$ cat src/rtl/sram_like_arbiter_if.sv
// sram-like bus bundle shared by the CPU masters and the memory slave.
// master drives the request, slave answers with addr_ok/data_ok/rdata.
interface sram_like_arbiter_if;
  logic        en;
  logic        wr;
  logic [1:0]  size;
  logic [3:0]  wen;
  logic [31:0] addr;
  logic [31:0] wdata;
  logic        addr_ok;
  logic        data_ok;
  logic [31:0] rdata;

  modport master (
    output en, wr, size, wen, addr, wdata,
    input  addr_ok, data_ok, rdata
  );

  modport slave (
    input  en, wr, size, wen, addr, wdata,
    output addr_ok, data_ok, rdata
  );
endinterface

$ cat src/rtl/sram_like_arbiter.sv
// Merges inst and data sram-like masters onto one slave port.
// Owner-ID FIFO routes in-order responses back to the issuer.
module sram_like_arbiter #(
  parameter int MAX_OUTST = 4,
  parameter bit DATA_PRIO = 1'b1
) (
  input  logic                 clk,
  input  logic                 resetn,
  sram_like_arbiter_if.slave   inst,
  sram_like_arbiter_if.slave   data,
  sram_like_arbiter_if.master  mem,
  output logic                 arb_err
);

  localparam int PW = $clog2(MAX_OUTST);

  logic [PW:0]          r_wr_ptr;
  logic [PW:0]          r_rd_ptr;
  logic [MAX_OUTST-1:0] r_owner;
  logic                 r_lock_vld;
  logic                 r_lock_id;
  logic                 r_arb_err;

  logic w_gnt;
  logic w_gnt_en;
  logic w_full;
  logic w_empty;
  logic w_push;
  logic w_pop;
  logic w_head;

  assign w_empty = (r_wr_ptr == r_rd_ptr);
  assign w_full  = (r_wr_ptr[PW] != r_rd_ptr[PW]) &&
                   (r_wr_ptr[PW-1:0] == r_rd_ptr[PW-1:0]);

  // grant: 1 = data master, 0 = inst master
  always_comb begin
    w_gnt = 1'b0;
    if (r_lock_vld)
      w_gnt = r_lock_id;
    else if (DATA_PRIO)
      w_gnt = data.en ? 1'b1 : 1'b0;
    else
      w_gnt = inst.en ? 1'b0 : 1'b1;
  end

  assign w_gnt_en = w_gnt ? data.en : inst.en;

  assign mem.en    = w_gnt_en & ~w_full & resetn;
  assign mem.wr    = w_gnt ? data.wr    : inst.wr;
  assign mem.size  = w_gnt ? data.size  : inst.size;
  assign mem.wen   = w_gnt ? data.wen   : inst.wen;
  assign mem.addr  = w_gnt ? data.addr  : inst.addr;
  assign mem.wdata = w_gnt ? data.wdata : inst.wdata;

  assign w_push = mem.en & mem.addr_ok;
  assign w_pop  = mem.data_ok & ~w_empty;
  assign w_head = r_owner[r_rd_ptr[PW-1:0]];

  assign inst.addr_ok = w_push & ~w_gnt;
  assign data.addr_ok = w_push &  w_gnt;
  assign inst.data_ok = w_pop  & ~w_head;
  assign data.data_ok = w_pop  &  w_head;
  assign inst.rdata   = mem.rdata;
  assign data.rdata   = mem.rdata;

  assign arb_err = r_arb_err;

  always_ff @(posedge clk or negedge resetn) begin
    if (!resetn) begin
      r_wr_ptr <= '0;
      r_rd_ptr <= '0;
      r_owner  <= '0;
    end else begin
      if (w_push) begin
        r_owner[r_wr_ptr[PW-1:0]] <= w_gnt;
        r_wr_ptr <= r_wr_ptr + 1'b1;
      end
      if (w_pop)
        r_rd_ptr <= r_rd_ptr + 1'b1;
    end
  end

  // hold the stalled master on the bus until the slave accepts it
  always_ff @(posedge clk or negedge resetn) begin
    if (!resetn) begin
      r_lock_vld <= 1'b0;
      r_lock_id  <= 1'b0;
    end else begin
      r_lock_vld <= mem.en & ~mem.addr_ok;
      if (mem.en & ~mem.addr_ok)
        r_lock_id <= w_gnt;
    end
  end

  always_ff @(posedge clk or negedge resetn) begin
    if (!resetn)
      r_arb_err <= 1'b0;
    else if (mem.data_ok & w_empty)
      r_arb_err <= 1'b1;
  end

endmodule

$ cat src/flat_wrapper.sv
// flat-port wrapper written by rule: the top's interface ports become plain ports
module sram_like_arbiter_flat 
#(
  parameter int MAX_OUTST = 4,
  parameter bit DATA_PRIO = 1'b1
)
  (clk, resetn, arb_err, inst_en, inst_wr, inst_size, inst_wen, inst_addr, inst_wdata, inst_addr_ok, inst_data_ok, inst_rdata, data_en, data_wr, data_size, data_wen, data_addr, data_wdata, data_addr_ok, data_data_ok, data_rdata, mem_en, mem_wr, mem_size, mem_wen, mem_addr, mem_wdata, mem_addr_ok, mem_data_ok, mem_rdata);
  sram_like_arbiter_if inst_i ();
  sram_like_arbiter_if data_i ();
  sram_like_arbiter_if mem_i ();
  input  logic clk;
  input  logic resetn;
  output logic arb_err;
  input wire logic [$bits(inst_i.en)-1:0] inst_en;
  input wire logic [$bits(inst_i.wr)-1:0] inst_wr;
  input wire logic [$bits(inst_i.size)-1:0] inst_size;
  input wire logic [$bits(inst_i.wen)-1:0] inst_wen;
  input wire logic [$bits(inst_i.addr)-1:0] inst_addr;
  input wire logic [$bits(inst_i.wdata)-1:0] inst_wdata;
  output wire logic [$bits(inst_i.addr_ok)-1:0] inst_addr_ok;
  output wire logic [$bits(inst_i.data_ok)-1:0] inst_data_ok;
  output wire logic [$bits(inst_i.rdata)-1:0] inst_rdata;
  input wire logic [$bits(data_i.en)-1:0] data_en;
  input wire logic [$bits(data_i.wr)-1:0] data_wr;
  input wire logic [$bits(data_i.size)-1:0] data_size;
  input wire logic [$bits(data_i.wen)-1:0] data_wen;
  input wire logic [$bits(data_i.addr)-1:0] data_addr;
  input wire logic [$bits(data_i.wdata)-1:0] data_wdata;
  output wire logic [$bits(data_i.addr_ok)-1:0] data_addr_ok;
  output wire logic [$bits(data_i.data_ok)-1:0] data_data_ok;
  output wire logic [$bits(data_i.rdata)-1:0] data_rdata;
  output wire logic [$bits(mem_i.en)-1:0] mem_en;
  output wire logic [$bits(mem_i.wr)-1:0] mem_wr;
  output wire logic [$bits(mem_i.size)-1:0] mem_size;
  output wire logic [$bits(mem_i.wen)-1:0] mem_wen;
  output wire logic [$bits(mem_i.addr)-1:0] mem_addr;
  output wire logic [$bits(mem_i.wdata)-1:0] mem_wdata;
  input wire logic [$bits(mem_i.addr_ok)-1:0] mem_addr_ok;
  input wire logic [$bits(mem_i.data_ok)-1:0] mem_data_ok;
  input wire logic [$bits(mem_i.rdata)-1:0] mem_rdata;
  assign inst_i.en = inst_en;
  assign inst_i.wr = inst_wr;
  assign inst_i.size = inst_size;
  assign inst_i.wen = inst_wen;
  assign inst_i.addr = inst_addr;
  assign inst_i.wdata = inst_wdata;
  assign inst_addr_ok = inst_i.addr_ok;
  assign inst_data_ok = inst_i.data_ok;
  assign inst_rdata = inst_i.rdata;
  assign data_i.en = data_en;
  assign data_i.wr = data_wr;
  assign data_i.size = data_size;
  assign data_i.wen = data_wen;
  assign data_i.addr = data_addr;
  assign data_i.wdata = data_wdata;
  assign data_addr_ok = data_i.addr_ok;
  assign data_data_ok = data_i.data_ok;
  assign data_rdata = data_i.rdata;
  assign mem_en = mem_i.en;
  assign mem_wr = mem_i.wr;
  assign mem_size = mem_i.size;
  assign mem_wen = mem_i.wen;
  assign mem_addr = mem_i.addr;
  assign mem_wdata = mem_i.wdata;
  assign mem_i.addr_ok = mem_addr_ok;
  assign mem_i.data_ok = mem_data_ok;
  assign mem_i.rdata = mem_rdata;
  sram_like_arbiter #(.MAX_OUTST(MAX_OUTST), .DATA_PRIO(DATA_PRIO)) u_core (.clk(clk), .resetn(resetn), .inst(inst_i), .data(data_i), .mem(mem_i), .arb_err(arb_err));
endmodule
$ cat config.mk
export PLATFORM = sky130hd
export DESIGN_NAME = sram_like_arbiter_flat
export DESIGN_NICKNAME = d
export VERILOG_FILES = /design/src/rtl/sram_like_arbiter_if.sv /design/src/rtl/sram_like_arbiter.sv /design/src/flat_wrapper.sv
export SDC_FILE = /design/constraint.sdc
export NUM_CORES = 1
export LEC_CHECK = 0
export ABC_CLOCK_PERIOD_IN_PS = 2910
export CORE_AREA = 3 3 124 126
export CTS_CLUSTER_DIAMETER = 200
export CTS_CLUSTER_SIZE = 25
export DETAILED_ROUTE_END_ITERATION = 7
export DIE_AREA = 0 0 127 129
export GPL_TIMING_DRIVEN = 0
export PLACE_DENSITY = 0.53
export SETUP_SLACK_MARGIN = 0.02
export SYNTH_ARGS = -nofsm -noshare
export SYNTH_HDL_FRONTEND = slang
export SYNTH_SLANG_ARGS = --single-unit
$ cat constraint.sdc
create_clock -name clk -period 2.91 [get_ports clk]
set_clock_uncertainty 0.05 [all_clocks]
set_input_delay 0.873 -clock clk [delete_from_list [all_inputs] [get_ports clk]]
set_output_delay 0.873 -clock clk [all_outputs]
set_load 0.005 [all_outputs]
==> impl_metrics.tcl <==
set metrics [dict create \
    nets 851 \
    slew_viol_final 0 \
    setup_slack_ns -0.009522 \
    setup_viol 1 \
    die_x_um 127 \
    cp_slowest_cell "mux2_4" \
    combinationalPowerShare 0.744 \
    whs_ns 0.4217 \
    cp-start-kind "input pin" \
    path_common_cell "buf_12" \
    grt_max_degree 17 \
    cp.arrival_ns 2.00 \
    failed_checks "setup timing" \
    synth_ff_type "dfrtp_1" \
    drc_errors 0 \
    status "complete, but fails checks" \
    synthArstFlopShare 1.000 \
    fp.coreArea_um2 14420 \
    instances_no_fill 849 \
    crit_type "input pin to output pin" \
    grt-ovfl-total 0 \
    cts_tree "built" \
    wire_per_inst_um 13.98 \
    relSlewSlack 0.7853 \
    port_buffers 288 \
    clk_pin_slew_ns 0.04 \
    drive_gt1_frac 0.2632 \
    drtPass1Iterations 4 \
    cpPeakStageDelay_ns 0.34 \
    p_sw_mw 0.8754 \
    cp-startpoint "data_en" \
    cts.path.max_buffers 2 \
    drt_iter0_markers 100 \
    syn_nets 537 \
    yosysSeqAreaShare 0.1529 \
    num_rows 44 \
    cts_buffers 3 \
    p_int_mw 1.514 \
    end_kind "output pin" \
    dp_hpwl_mm 9.939 \
    placed_cell_area_um2 5240 \
    hold_viol 0 \
    grt_usage 0.1254 \
    p_sw_frac 0.3664 \
    grt_pass1_wl_mm 16.57 \
    die_h_um 129 \
    clkSinkCount 13 \
    drv_cap 0 \
    num_io_pins 321 \
    cts_root_buffer "clkbuf_16" \
    worst_pin_slew_ns 0.3207 \
    r2r_start "u_core.r_rd_ptr[2]" \
    fin_tns_setup_ns -0.009522 \
    drt_wl_total_mm 11.87 \
    yosys_warnings 0 \
    postSynthAreaPerCell_um2 6.043 \
    start_util 0.1475 \
    synth_cells 352 \
    gp_congestion 0.8309 \
    p_seq_frac 0.150 \
    synth-seq-cells 13 \
    vias 3247 \
    syn_area_um2 2127 \
    synth_edf_count 0 \
    fillers 1499 \
    hold_buffers 0 \
    antenna_cells 0 \
    grt_pass1_vias 3207 \
    clockPowerShare 0.107 \
    cp.required_ns 1.99 \
    path_max_fanout 8 \
    fin_crit_sh 1.003 \
    drtAntennaViolNets 0 \
    hp-class "flip-flop to flip-flop" \
    timing.fmax_mhz 342.5 \
    grt_setup_unrepaired "yes" \
    htreeDepth 1 \
    antenna_found_initial 0 \
    power_density_nw_per_um2 428.2 \
    final_core_util 0.3869 \
    crit_chain "buf_12, mux2_4, buf_12, buf_6, nor4_4, buf_2" \
    design_area_um2 5580 \
    power.leakage_nw 2.830 \
    placed_cells 824 \
    synth_cell_type_count 29 \
    area_delta_synth_final_pct 162.4 \
    vdd_drop_max_uv 159.1 \
    worstSkewPairLatency_ns 0.24 \
    vias_per_cell 3.824 \
    period_needed_ns 2.920 \
    dieArea_um2 16380 \
    hold_start "u_core.r_owner[1]" \
]
-- through the flow --
step | setup WS, ns | power, mW
6_report | -0.009522 | 2.389
4_1_cts | -0.1414 | 2.419
3_3_place_gp | -1.544 | 2.016
5_1_grt | -0.04498 | 2.581
3_5_place_dp | -1.543 | 2.033
2_1_floorplan | 0.2976 | 1.078
-- timing repair --
item | in CTS | in global routing
cloned | 4 | 0
endpoints found under the setup margin | 79 | 28
pin swaps | 1 | 1
buffers inserted | 10 | 8
gates resized for setup | 257 | 42
-- cell families (layout without fill, tap and decap cells) --
logic type	count (synthesis)	in the layout	synth area share
AND/OR/NAND/NOR	233	233	0.4553
buffers and inverters	82	395	0.2618
flip-flops	13	13	0.1529
multiplexers	10	10	0.05941
XOR/XNOR	7	7	0.02882
adder cells (fa/ha/maj)	5	5	0.02941
AO/OA/AOI/OAI	2	2	0.01236
-- cell usage after synthesis, types with 2 or more instances --
master      n  area (µm²)
buf_4      64       480.5
clkbuf_1   14       52.55
dfrtp_1    13       325.3
ha_1        5       62.56
inv_1       2       7.510
mux2_1      5       56.30
mux2_2      3       33.78
nand2_1   215       807.0
nand3_1     3       15.01
nor3_1      2       10.01
nor4_1      2       12.51
nor4b_2     2       30.03
xnor2_1     6       52.55
-- layout by cell type, fill, tap and decap left out, drive strengths merged --
cell           netlist  final
nor3                 3      3
a21oi                1      1
and3b                1      1
mux4                 1      1
clkdlybuf4s15        0      3
mux2i                1      1
mux2                 8      8
nand4                1      1
buf                 66    121
nor4                 3      3
xnor2                6      6
ha                   5      5
nand3                3      3
inv                  2      2
a41o                 1      1
nor2                 1      1
dlymetal6s2s         0      8
clkdlybuf4s50        0    210
nand3b               1      1
and3                 1      1
nand2b               1      1
clkbuf              14     34
dfrtp               13     13
nand2              215    215
xor2                 1      1
dlygate4sd2          0     17
nor4b                3      3
-- path summary, 6_finish.rpt --
| kind | slack (ns) | endpoint | depth (start not counted) |
|---|---|---|---|
| worst min register to register | 0.42 | u_core.r_owner[1] | 1 |
| worst max register to register | 1.01 | u_core.r_owner[3] | 5 |
| max in group asynchronous | 2.13 | u_core.r_rd_ptr[0] | 1 |
| worst max-delay path | -0.01 | inst_addr_ok | 6 |
| min in group asynchronous | 0.47 | u_core.r_rd_ptr[2] | 1 |
| worst min-delay path | 0.42 | u_core.r_owner[1] | 1 |
-- critical path, delay by kind of cell --
kind	cells	cell delay, ns
and+or+nand+nor	1	0.21
buffers and inverters	4	0.57
muxes	1	0.34
-- layer usage --
metal  track usage  vias up  wire (µm)
met3       0.02906        5       1136
met2        0.2506      175       6391
li1              -     1649          -
met1        0.1372     1418       4285
met4       0.01514        0         53
met5             0        -          0
-- flip-flops by register name (all words and copies together), names as in the netlist --
name	count
u_core.r_owner	4
u_core.r_rd_ptr	3
u_core.r_wr_ptr	3
u_core.arb_err	1
u_core.r_lock_id	1
u_core.r_lock_vld	1
-- cell type report --
type | count | area [µm²] | area share
repair buffers | 310 | 2874 | 0.5150
plain buffers | 79 | 754.5 | 0.1352
clock buffers | 4 | 78.83 | 0.01413
inverters | 2 | 7.507 | 0.001345
multi-input cells | 257 | 1309 | 0.2345
well taps | 184 | 230.2 | 0.04126
flip-flops and latches | 13 | 326.6 | 0.05852
-- power by group through the flow --
stage,sequential [mW],combinational [mW],clock (mW)
after floorplan,0.333,0.745,0
after global placement,0.351,1.67,0
after detailed placement,0.356,1.68,0
after CTS,0.359,1.80,0.259
after global routing,0.376,1.94,0.267
final,0.357,1.78,0.255
(Power assumes the default switching activity.)
